### config.mk
export PLATFORM = sky130hd
export DESIGN_NAME = mmu09_intctl
export DESIGN_NICKNAME = d
export VERILOG_FILES = /design/src/rtl/mmu09_intctl.sv
export SDC_FILE = /design/constraint.sdc
export NUM_CORES = 1
export LEC_CHECK = 0
export CAP_MARGIN = 30
export CORE_MARGIN = 2
export CORE_UTILIZATION = 39
export CTS_CLUSTER_SIZE = 28
export DETAILED_ROUTE_END_ITERATION = 16
export HOLD_SLACK_MARGIN = 0.1
export PLACE_DENSITY = 0.67
export SETUP_SLACK_MARGIN = 0.4
export SLEW_MARGIN = 5
export SYNTH_ARGS = -nofsm -noshare
export SYNTH_HDL_FRONTEND = slang
export SYNTH_SLANG_ARGS = --single-unit
### constraint.sdc
create_clock -name clk -period 2.8 [get_ports clk]
set_clock_uncertainty 0.15 [all_clocks]
set_input_delay 0.56 -clock clk [delete_from_list [all_inputs] [get_ports clk]]
set_output_delay 0.56 -clock clk [all_outputs]
set_load 0.02 [all_outputs]
### src/rtl/mmu09_intctl.sv
// MMU09 interrupt controller: synchronised edge-triggered sources latched into PEND,
// masked and routed to IRQ/FIRQ, plus a fixed-width NMI pulse generator with holdoff.
module mmu09_intctl #(
  parameter int NSRC      = 8,
  parameter int NMI_PULSE = 16
) (
  input  logic            clk,
  input  logic            reset_n,
  input  logic            eclk,
  input  logic            cs_n,
  input  logic            rw,
  input  logic [1:0]      addr,
  input  logic [7:0]      din,
  output logic [7:0]      dout,
  input  logic [NSRC-1:0] src,
  input  logic            nmi_src,
  output logic            irq_n,
  output logic            firq_n,
  output logic            nmi_n
);

  localparam int CW = (NMI_PULSE > 1) ? $clog2(NMI_PULSE) : 1;
  localparam logic [CW-1:0] CNT_LOAD = CW'(NMI_PULSE - 1);

  typedef enum logic [1:0] {ST_IDLE, ST_PULSE, ST_HOLDOFF} nmi_state_e;

  logic [NSRC-1:0] src_s1_q, src_s1_d, src_s2_q, src_s2_d, src_s3_q, src_s3_d;
  logic            nmi_s1_q, nmi_s1_d, nmi_s2_q, nmi_s2_d, nmi_s3_q, nmi_s3_d;
  logic            eclk_dly_q, eclk_dly_d;
  logic [NSRC-1:0] pend_q, pend_d, mask_q, mask_d, fsel_q, fsel_d;
  logic            irq_n_q, irq_n_d, firq_n_q, firq_n_d, nmi_n_q, nmi_n_d;
  nmi_state_e      state_q, state_d;
  logic [CW-1:0]   cnt_q, cnt_d;
  logic            nmi_latch_q, nmi_latch_d;

  logic [NSRC-1:0] src_edge, irq_act, firq_act;
  logic            nmi_edge, commit;
  logic [7:0]      vec;

  always_ff @(posedge clk or negedge reset_n) begin
    if (!reset_n) begin
      src_s1_q    <= '0;
      src_s2_q    <= '0;
      src_s3_q    <= '0;
      nmi_s1_q    <= 1'b0;
      nmi_s2_q    <= 1'b0;
      nmi_s3_q    <= 1'b0;
      eclk_dly_q  <= 1'b0;
      pend_q      <= '0;
      mask_q      <= '0;
      fsel_q      <= '0;
      irq_n_q     <= 1'b1;
      firq_n_q    <= 1'b1;
      nmi_n_q     <= 1'b1;
      state_q     <= ST_IDLE;
      cnt_q       <= '0;
      nmi_latch_q <= 1'b0;
    end else begin
      src_s1_q    <= src_s1_d;
      src_s2_q    <= src_s2_d;
      src_s3_q    <= src_s3_d;
      nmi_s1_q    <= nmi_s1_d;
      nmi_s2_q    <= nmi_s2_d;
      nmi_s3_q    <= nmi_s3_d;
      eclk_dly_q  <= eclk_dly_d;
      pend_q      <= pend_d;
      mask_q      <= mask_d;
      fsel_q      <= fsel_d;
      irq_n_q     <= irq_n_d;
      firq_n_q    <= firq_n_d;
      nmi_n_q     <= nmi_n_d;
      state_q     <= state_d;
      cnt_q       <= cnt_d;
      nmi_latch_q <= nmi_latch_d;
    end
  end

  // Synchronisers, E-fall commit strobe and register updates; a new edge beats a W1C.
  always_comb begin
    src_s1_d   = src;
    src_s2_d   = src_s1_q;
    src_s3_d   = src_s2_q;
    nmi_s1_d   = nmi_src;
    nmi_s2_d   = nmi_s1_q;
    nmi_s3_d   = nmi_s2_q;
    eclk_dly_d = eclk;
    src_edge   = src_s2_q & ~src_s3_q;
    nmi_edge   = nmi_s2_q & ~nmi_s3_q;
    commit     = eclk_dly_q & ~eclk & ~cs_n & ~rw;
    pend_d     = pend_q;
    mask_d     = mask_q;
    fsel_d     = fsel_q;
    if (commit) begin
      case (addr)
        2'd0:    pend_d = pend_q & ~din[NSRC-1:0];
        2'd1:    mask_d = din[NSRC-1:0];
        2'd2:    fsel_d = din[NSRC-1:0];
        default: ;
      endcase
    end
    pend_d   = pend_d | src_edge;
    irq_act  = pend_q & mask_q & ~fsel_q;
    firq_act = pend_q & mask_q & fsel_q;
    irq_n_d  = ~|irq_act;
    firq_n_d = ~|firq_act;
  end

  always_comb begin
    vec = 8'h80;
    for (int i = NSRC - 1; i >= 0; i--) begin
      if (irq_act[i]) vec = {5'd0, 3'(i)};
    end
    dout = '0;
    if (!cs_n && rw) begin
      case (addr)
        2'd0:    dout[NSRC-1:0] = pend_q;
        2'd1:    dout[NSRC-1:0] = mask_q;
        2'd2:    dout[NSRC-1:0] = fsel_q;
        default: dout = vec;
      endcase
    end
  end

  // A latched request at the end of holdoff starts the next pulse directly, keeping the gap exact.
  always_comb begin
    state_d     = state_q;
    cnt_d       = cnt_q;
    nmi_latch_d = nmi_latch_q;
    case (state_q)
      ST_IDLE: begin
        if (nmi_edge || nmi_latch_q) begin
          state_d     = ST_PULSE;
          cnt_d       = CNT_LOAD;
          nmi_latch_d = 1'b0;
        end
      end
      ST_PULSE: begin
        if (nmi_edge) nmi_latch_d = 1'b1;
        if (cnt_q == '0) begin
          state_d = ST_HOLDOFF;
          cnt_d   = CNT_LOAD;
        end else begin
          cnt_d = cnt_q - 1'b1;
        end
      end
      ST_HOLDOFF: begin
        if (cnt_q == '0) begin
          if (nmi_edge || nmi_latch_q) begin
            state_d     = ST_PULSE;
            cnt_d       = CNT_LOAD;
            nmi_latch_d = 1'b0;
          end else begin
            state_d = ST_IDLE;
          end
        end else begin
          if (nmi_edge) nmi_latch_d = 1'b1;
          cnt_d = cnt_q - 1'b1;
        end
      end
      default: state_d = ST_IDLE;
    endcase
    nmi_n_d = (state_d != ST_PULSE);
  end

  assign irq_n  = irq_n_q;
  assign firq_n = firq_n_q;
  assign nmi_n  = nmi_n_q;

endmodule

### Word-level counts from Yosys, hierarchy flattened

Cells that the tools add are included.

| cells by class | value |
|---|---|
| add/sub/neg operators | 1 |
| eq/ne operators | 5 |
| multiplexer cells | 25 |
| bitwise gates (word level) | 17 |
| reduce and logical (&&, ||, !) cells | 13 |

Operators with widths:

| operator | number |
|---|---|
| 8-bit two-way mux | 11 |
| 8-bit bitwise AND | 5 |
| 8-bit inverter | 3 |
| 8-bit one-hot mux with 3 select lines | 1 |
| 8-bit OR reduction | 2 |
| 4-bit two-way mux | 3 |
| 4-bit one-hot mux with 3 select lines | 1 |
| 8-bit bitwise OR | 1 |
| 2-bit two-way mux | 3 |
| 2-bit one-hot mux with 3 select lines | 1 |
| 1-bit bitwise AND | 4 |
| 2-bit by 1-bit equality test with 1-bit output (second input constant) | 2 |
| 2-bit equality test (second input constant) | 2 |
| 2-bit logical NOT | 2 |
| 4-bit logical NOT | 1 |
| 1-bit two-way mux | 4 |
| 1-bit inverter | 4 |
| 2-bit AND reduction | 2 |
| 4-bit by 1-bit subtractor with 4-bit output (second input constant) | 1 |
| 1-bit logical NOT | 3 |
| 1-bit one-hot mux with 3 select lines | 1 |
| 3-bit nonzero test | 1 |
| 2-bit by 1-bit != test with 1-bit output (second input constant) | 1 |
| 1-bit logical AND | 1 |
| 1-bit logical OR | 1 |

| word-level totals | value |
|---|---|
| bits in registers | 62 |
| input bits | 24 |
| output and inout bits | 11 |
| logic and storage cells | 77 |

### Longest topological paths before layout

| logic depth | value |
|---|---|
| word-level depth | 12 |
| mapped depth | 7 |
| gate-level depth less buffers | 6 |

### Least setup slack after synthesis

OpenSTA, ideal clock, no wires.

| timing path | value |
|---|---|
| path kind | in2out |
| from | in addr[0] |
| to | out dout[0] |
| arrival | 2.178 ns |
| data required time | 2.090 ns |
| path slack | -0.088 ns |
| stages on the path | 4 |
| path buffers | 2 |
| cell sequence | buf_2 > buf_2 > a21oi_1 > a2111oi_0 |

| between the ends | value |
|---|---|
| word-level cells in the longest chain between the ends | 3 |
| elaborated cells between the ends (all ways) | 5 |
| classes of those cells | eq/ne (2); mux (2); reduce/logical (1) |

Ends and longest elaborated chain:

| what | RTL line | RTL |
|---|---|---|
| start: declaration | 12 | `input logic [1:0] addr,` |
| 2-bit equality test, or another cell as far along | 115 | `case (addr)` |
| 8-bit one-hot mux with 3 select lines * | 115 |  |
| 8-bit two-way mux * | 114 | `if (!cs_n && rw) begin` |
| end: declaration | 14 | `output logic [7:0] dout,` |

Mark *: on every way between the ends. The rest lies on a longest branch, timed or not.

### Worst setup path in the final report

| timing path | value |
|---|---|
| from | reg fsel_q[4] |
| to | out dout[2] |

| between the ends | value |
|---|---|
| word-level cells in the longest chain between the ends | 9 |

Ends and longest elaborated chain:

| what | RTL line | RTL |
|---|---|---|
| start: declaration | 30 | `logic [NSRC-1:0] pend_q, pend_d, mask_q, mask_d, fsel_q, fsel_d;` |
| start signal: assignment | 68 | `fsel_q <= fsel_d;` |
| 8-bit inverter | 102 | `irq_act = pend_q & mask_q & ~fsel_q;` |
| 8-bit bitwise AND | 102 |  |
| 8-bit two-way mux (5 in series) | 111 | `if (irq_act[i]) vec = {5'd0, 3'(i)};` |
| 8-bit one-hot mux with 3 select lines | 115 |  |
| 8-bit two-way mux | 114 |  |

No other way between the ends.

==> flow_summary_export.csv <==
group,metric,value,unit
outcome,outcome,"finished clean",
detailed_routing,vias_per_cell,5.06,
layout,layout_commonest_cell,"dfrtp_1",
global_routing,antenna_found_initial,0,
detailed_routing,firstDrtPassIters,4,
detailed_routing,dr_total_vias,2045,
yosys,synth_warnings,0,
floorplanning,rows,30,
timing,rsz0062_at_grt,"yes",
yosys,synth.ff_latch_count,62,
timing,maxSlewHeadroom,76.7,%
placed_design,placed_area,0.00337,mm^2
cts,cts_sinks,62,
timing,period_share,89.5,%
floorplanning,io_pins,35,
detailed_routing,drt-total-wl,5.81,mm
timing,clock.fmax,399,MHz
yosys,synth_area_leader_cell,"dfrtp_1",
floorplanning,die_h,88.0,um
worst_setup_path,cp.required,2.09,ns
detailed_routing,ant_nets,0,
detailed_routing,avgRoutedWirePerCell,14.4,um
layout,final_cell_mix,"dfrtp_1 (59), buf_4 (29), clkdlybuf4s50_1 (21), inv_1 (19), nand2_1 (16)",
yosys,netlist_top_cells_area,"dfrtp_1 (54%), mux2_2 (4.5%), mux2_4 (4.4%)",
layout,design_area,0.00369,mm^2
yosys,syn_area_per_cell,11.8,um^2
pwr,leakage,1.71,nW
cts,cts_tree,"yes",
global_routing,grt_pass1_wl,9.40,mm
pwr,power,2.83,mW
worst_setup_path,arrival,1.80,ns
yosys,syn_area,0.00275,mm^2
yosys,synthCells,234,
global_routing,grt_max_degree,63,
layout,final_core_util,54.3,%
yosys,synth_edf_count,0,
yosys,seq_area_frac_synth,56.6,%
worst_setup_path,path_max_fanout,2,
placed_design,port_buffers,34,
cts,cts_buffers,9,
layout,drive_gt1_share,29.2,%
timing,fin_crit,2.51,ns
timing,setup_violations,0,
floorplanning,start_util,40.5,%
yosys,yosysTopAreaCellShare,53.7,%
yosys,synthArstFlopShare,100,%
worst_setup_path,critical_path_class,"reg -> out",
detailed_routing,drc_errors,0,
placed_design,place_hpwl,4.08,mm
worst_setup_path,cp-start-kind,"flop",
yosys,synth_nets,264,
floorplanning,core_area,0.00679,mm^2
cts,clk-insertion-delay-late,0.34,ns
worst_setup_path,worstSetupEndpointType,"primary output",
min_path,min_path_type,"reg -> reg",
global_routing,track_usage,16.3,%
timing,finalMaxSlewViolations,0,
timing,hold_violations,0,
global_routing,grt_overflow_total,0,
cts,cts.path.max_buffers,2,
cts,cts.reportedPaths.clkPinSlew,0.07,ns
job,max-cap-violations,0,
pwr,vdd_drop_max,0.000522,V
layout,antenna_cells,0,
placed_design,place_congestion,0.869,
timing,tightestPinTransition,0.348,ns
floorplanning,die_area,0.00774,mm^2
floorplanning,die_width,88.0,um
cts,h-tree-depth,3,
global_routing,first_global_vias,1960,
layout,area_growth,34.3,%
cts,cts_root_buffer,"clkbuf_8",
yosys,synthFlopType,"dfrtp_1",
yosys,synth_cell_types,44,
detailed_routing,drt_iter0_markers,70,
pwr,p_per_area,765,mW/mm^2
layout,nNetsFinal,333,
## cell type report
cell class	instances	area, um^2
fillers	575	3100
flip-flops and latches	62	1560
multi-input cells	147	1150
repair buffers	64	593
clock buffers	11	141
well taps	96	120
inverters	19	71.3
clock inverters	5	58.8
## cells by family (layout without fill, tap and decap cells)
| group | Yosys count | in the layout | synth area share (%) |
|---|---|---|---|
| buf+inv | 25 | 99 | 3.82 |
| flops | 62 | 62 | 56.6 |
| mux | 23 | 23 | 10.3 |
| simple gates | 64 | 64 | 12.8 |
| compound gates | 54 | 54 | 13.8 |
| fa+ha+maj | 6 | 6 | 2.73 |
## through the flow
step	setup TNS [ns]	setup slack (ns)	cells	hold WS, ns
3_3_place_gp	-1.89	-0.248	380	0.183
3_5_place_dp	-1.89	-0.271	380	0.186
2_1_floorplan	0	0.409	234	0.114
4_1_cts	0	0.246	402	0.202
5_1_grt	0	0.203	404	0.209
6_report	0	0.294	404	0.199
## state kept, by name, summed over array words and instances (netlist names), 2 cells and up
name      flops
src_s2_q      8
mask_q        8
fsel_q        8
pend_q        8
src_s1_q      8
cnt_q         4
src_s3_q      8
state_q       2
## routing by layer
metal	routed length [um]	global-route usage (%)
met1	2500	20.7
met2	2810	24.4
met3	393	7.26
met4	96	6.71
met5	0	0
## critical path: stages, from the launching register on
cell	delay [ns]
dfrtp_1	0.37
and3b_2	0.25
nand4b_1	0.13
or3b_4	0.41
a31oi_4	0.17
buf_6	0.14
## worst paths after layout
path,start,to,slack [ns],depth (start not counted)
setup / recovery,fsel_q[4],dout[2],0.29,5
hold / removal,src_s1_q[5],src_s2_q[5],0.20,0
setup reg to reg,cnt_q[0],cnt_q[2],0.62,6
hold reg to reg,src_s1_q[5],src_s2_q[5],0.20,0
max in group asynchronous,reset_n,nmi_n,1.58,3
min in group asynchronous,reset_n,eclk_dly_q,0.61,3
## synth_stat cells (4+ instances only)
cell type / n
dfrtp_1: 59
inv_1: 19
nand2_1: 17
a21oi_1: 13
nor2_1: 13
mux2_2: 11
a22o_1: 8
mux2_4: 8
nand3_1: 8
ha_1: 6
nand3b_1: 5
nor2b_1: 5
o21ai_0: 5
a31oi_1: 4
mux2i_1: 4
## report_power, final
part / leakage, nW / internal, mW / total (mW) / switching, mW
clock: 0.0955 / 0.435 / 0.772 / 0.337
combinational: 0.890 / 0.465 / 0.900 / 0.436
sequential: 0.721 / 1.05 / 1.15 / 0.108
total: 1.71 / 1.95 / 2.83 / 0.880
## timing repair
action,4_1_cts,5_1_grt
buffers inserted,4,2
resized for setup,53,10
hold endpoints to repair,59,0
pin swaps,7,4
gates cloned,1,0
hold buffers,1,0
setup endpoints to repair,16,14
(Power assumes the default switching activity.)
